===== config.mk =====
export PLATFORM = sky130hd
export DESIGN_NAME = alu
export DESIGN_NICKNAME = d
export VERILOG_FILES = /design/src/rtl/alu.sv
export SDC_FILE = /design/constraint.sdc
export NUM_CORES = 1
export LEC_CHECK = 0
export CORE_AREA = 5 5 123 183
export DETAILED_ROUTE_END_ITERATION = 8
export DIE_AREA = 0 0 128 188
export DONT_BUFFER_PORTS = 1
export GPL_ROUTABILITY_DRIVEN = 0
export GPL_TIMING_DRIVEN = 0
export PLACE_DENSITY = 0.7
export REMOVE_ABC_BUFFERS = 1
export SYNTH_ARGS = -nofsm -noshare
export SYNTH_HDL_FRONTEND = slang
export SYNTH_SLANG_ARGS = --single-unit

===== constraint.sdc =====
create_clock -name clk -period 8.1 [get_ports clk]
set_input_delay 0.81 -clock clk [delete_from_list [all_inputs] [get_ports clk]]
set_output_delay 0.81 -clock clk [all_outputs]
set_load 0.01 [all_outputs]

===== src/rtl/alu.sv =====
// rtl/alu.sv - RV32I execute-stage ALU with combinational result/rd-write and a registered copy
package alu_pkg;
  typedef logic [31:0] data_t;
  typedef logic [31:0] instr_t;

  localparam logic [6:0] OPC_OP     = 7'b0110011;
  localparam logic [6:0] OPC_OP_IMM = 7'b0010011;
  localparam logic [6:0] OPC_LUI    = 7'b0110111;
  localparam logic [6:0] OPC_AUIPC  = 7'b0010111;
  localparam logic [6:0] OPC_LOAD   = 7'b0000011;
  localparam logic [6:0] OPC_STORE  = 7'b0100011;
  localparam logic [6:0] OPC_JAL    = 7'b1101111;
  localparam logic [6:0] OPC_JALR   = 7'b1100111;
endpackage

module alu
  import alu_pkg::*;
(
  input  logic   clk,
  input  logic   rst_n,
  input  instr_t instr,
  input  data_t  a_in,
  input  data_t  b_in,
  output data_t  c_out,
  output logic   rd_wr,
  output data_t  c_out_q,
  output logic   rd_wr_q
);

  logic [6:0] opcode;
  logic [2:0] funct3;
  logic       alt;
  logic [4:0] shamt;
  data_t      alu_res;

  assign opcode = instr[6:0];
  assign funct3 = instr[14:12];
  assign alt    = instr[30];
  assign shamt  = b_in[4:0];

  // Shared by OP and OP-IMM; SUB exists only in the register form.
  always_comb begin
    alu_res = '0;
    unique case (funct3)
      3'b000:  alu_res = (alt && opcode == OPC_OP) ? a_in - b_in : a_in + b_in;
      3'b001:  alu_res = a_in << shamt;
      3'b010:  alu_res = {31'b0, $signed(a_in) < $signed(b_in)};
      3'b011:  alu_res = {31'b0, a_in < b_in};
      3'b100:  alu_res = a_in ^ b_in;
      3'b101:  alu_res = alt ? data_t'($signed(a_in) >>> shamt) : a_in >> shamt;
      3'b110:  alu_res = a_in | b_in;
      default: alu_res = a_in & b_in;
    endcase
  end

  always_comb begin
    c_out = '0;
    rd_wr = 1'b0;
    unique case (opcode)
      OPC_OP, OPC_OP_IMM: begin
        c_out = alu_res;
        rd_wr = 1'b1;
      end
      OPC_LUI: begin
        c_out = b_in;
        rd_wr = 1'b1;
      end
      OPC_AUIPC, OPC_LOAD: begin
        c_out = a_in + b_in;
        rd_wr = 1'b1;
      end
      OPC_STORE: begin
        c_out = a_in + b_in;
      end
      OPC_JAL, OPC_JALR: begin
        c_out = a_in + 32'd4;
        rd_wr = 1'b1;
      end
      default: begin
        c_out = '0;
        rd_wr = 1'b0;
      end
    endcase
  end

  always_ff @(posedge clk or negedge rst_n) begin
    if (!rst_n) begin
      c_out_q <= '0;
      rd_wr_q <= 1'b0;
    end else begin
      c_out_q <= c_out;
      rd_wr_q <= rd_wr;
    end
  end

endmodule


==> impl_metrics.toml <==
[global_routing]
grt_pass1_vias = 12600
gr-usage-all-layers_pct = 40.7
grt_pass1_wl_um = 75300
antenna_found_initial = 0
grt_max_degree = 73
grt_overflow = 0

[drt]
first_pass_iters = 9
wire_per_inst_um = 30.0
route.detailed.drc = 0
vias = 13100
ant_nets = 0
drt_iter0_drc = 2228
drt_wl_total_um = 50400
post_drt_via_cell_ratio = 7.78

[worst_setup_path]
slowest_delay_ns = 0.77
worst-path-max-fanout = 42
critical_path_depth = 11
worstSetupEndpointType = "output port"
cp.required_ns = 7.29
crit_arrival_ns = 5.21
path_cells = "clkinv_1 -> ha_1 -> nor2b_1 -> a211oi_1 -> o31ai_1 -> a21oi_1 -> o31ai_1 -> o22a_1 -> a21oi_1 -> nor3_1 -> o41ai_1"
critPathSlowestCell = "o31ai_1"
cpLargestDelayFamily = "compound AO/OA/AOI/OAI gates"
critPathBufInv = 1
start_kind = "input pin"
crit_type = "input pin to output port"

[floorplan]
coreArea_um2 = 20800
rows = 65
die_width_um = 128
die_y_um = 188
dieArea_um2 = 24100
io_pins = 164
start_util_pct = 53.8

[logic_synthesis]
syn_inst = 1532
synth_cell_types = 85
synthFlopType = "dfrtp_1"
synth_seq_cells = 33
seq_area_frac_synth_pct = 7.38
synth_top_area_cell = "mux4_2"
netlist_area_um2 = 11200
synth_area_leaders = "mux4_2, ha_1, dfrtp_1, nor2_1, a21oi_1"
async_reset_ff_share_pct = 100
yosysTopAreaCellShare_pct = 12.3
yosys_warnings = 0
syn_area_per_cell_um2 = 7.30
synth-edff-count = 0

[timing]
worst_pin_slew_ns = 1.55
rsz0062_at_grt = "no"
finalHoldViolations = 0
slew_headroom_pct = -3.65
slew_violations = 12
setup-violations-final = 0
fmax_ghz = 0.166
holdWs_ns = 0.180
final.setup.worst_slack_ns = 2.08
fin_crit_ns = 6.02
min_period_over_period_pct = 74.3

[outcome]
outcome = "complete, but fails checks"
violations = "capacitance limit, slew limit"

[layout]
multi_input_area_um2 = 9480
final_area_um2 = 11300
final_core_util_pct = 54.3
seqCellArea_um2 = 826
fillers = 2073
final_nets = 1612
drive_above_1_share_pct = 8.35
stdcell_count = 1682
areaGrowthSynthToFinish_pct = 1.06
antenna_cells = 0

[cts]
cts_buffers = 5
root_buffer = "clkbuf_16"
cts_max_level = 2
cts.clk_slew.worst_paths_ns = 0.07
cts_setup_buffers = 0
cts_hold_buf = 0
cts_sinks = 33
clock_tree.buffer_depth = 2
cts-resized-gates = 0
cts_tree = "done"

[job]
cap_violations = 1

[place]
dp_slack_ns = 2.11
placed_cell_area_um2 = 11200
placed_cells = 1673
dp_hpwl_um = 36100
io_buffers = 0

[power_and_ir_drop]
p_leak_uw = 0.00447
p_per_area_nw_per_um2 = 91.3
vdd_drop_max_mv = 0.0776

[min_path]
hold_class = "input pin to async pin"
[worst paths after layout]
kind	slack (ns)	start	to
max	2.08	b_in[4]	c_out[0]
min	0.18	rst_n	c_out_q[8]
max in group asynchronous	7.82	rst_n	c_out_q[19]
min in group clk	0.76	a_in[2]	c_out_q[2]
[final cells by class]
class	count	share of cell area, %
Inverter	98	3.25
Clock buffer	6	1.14
Clock inverter	2	0.0885
Multi-Input combinational cell	1265	83.8
Sequential cell	33	7.30
Tap cell	268	2.96
Timing Repair Buffer	10	1.42
[synthesized netlist by cell type (17+ instances only)]
cell type and instances:
nor2_1 178, a21oi_1 118, o21ai_0 114, nand2_1 100
ha_1 99, clkbuf_1 97, inv_1 92, mux4_2 61
xnor2_1 57, nor3_1 41, nand3_1 37, nand2b_1 35
dfrtp_1 33, mux2i_1 27, a22oi_1 22, a31oi_1 22
buf_2 22, o211ai_1 21, a21o_1 20, a222oi_1 20
a22o_1 17, o221ai_1 17
[per-layer routing]
metal | GRT usage (%) | up-vias | share of wire (%)
li1 | - | 5519 | -
met4 | 33.0 | 4 | 10
met3 | 14.5 | 328 | 14
met2 | 63.6 | 1167 | 45
met1 | 43.3 | 6074 | 31
met5 | 2.10 | - | 0.19
[per-stage QoR]
| stage | total power (µW) | setup TNS, ns |
|---|---|---|
| after floorplan | 638 | 0 |
| after global placement | 780 | -93.69 |
| after detailed placement | 789 | 0 |
| after CTS | 1000 | 0 |
| after global routing | 1080 | 0 |
| final | 1030 | 0 |
[report_power, final]
group	total (µW)	leakage (µW)	internal (µW)	switching, µW
logic	641	0.00395	251	390
clock network	212	0.0000706	114	98.2
registers	180	0.000449	173	7.08
total	1030	0.00447	537	495
[registers in the layout, indices dropped and copies added, names as in the netlist]
signal   count
c_out_q     32
rd_wr_q      1
[kinds of logic (layout without fill, tap and decap cells)]
| kind of cell | Yosys count | count (layout) | share of synthesized area [%] |
|---|---|---|---|
| adder cells (fa/ha/maj) | 101 | 101 | 11.4 |
| AND/OR/NAND/NOR | 467 | 467 | 19.4 |
| flip-flops | 33 | 33 | 7.38 |
| XOR/XNOR | 63 | 63 | 4.93 |
| AO/OA/AOI/OAI | 534 | 534 | 32.5 |
| multiplexers | 100 | 100 | 16.0 |
| buffers and inverters | 234 | 116 | 8.31 |
[layout by cell type, fill, tap and decap left out, types with 8 or more instances in the layout]
cell type  instances
a31oi_1           22
inv_1             91
nor3_1            40
a221oi_1          16
o21a_1             9
a22oi_1           22
a211oi_1          16
nand3_1           35
o21bai_1          12
o211ai_1          21
nor2_1           173
mux2i_1           27
ha_1              99
nand2b_1          35
nor4_1            11
nand4_1           16
or3_1             13
mux4_2            61
o221ai_1          17
nand2_1          100
dfrtp_1           33
o31ai_1           11
xnor2_1           57
o21ai_0          113
a21o_1            20
mux2_2            11
a22o_1            17
a21oi_1          118
o22ai_1           10
o21ai_1            8
a222oi_1          20
a221o_1           12
Note: power is estimated with default switching activity, not from simulation.
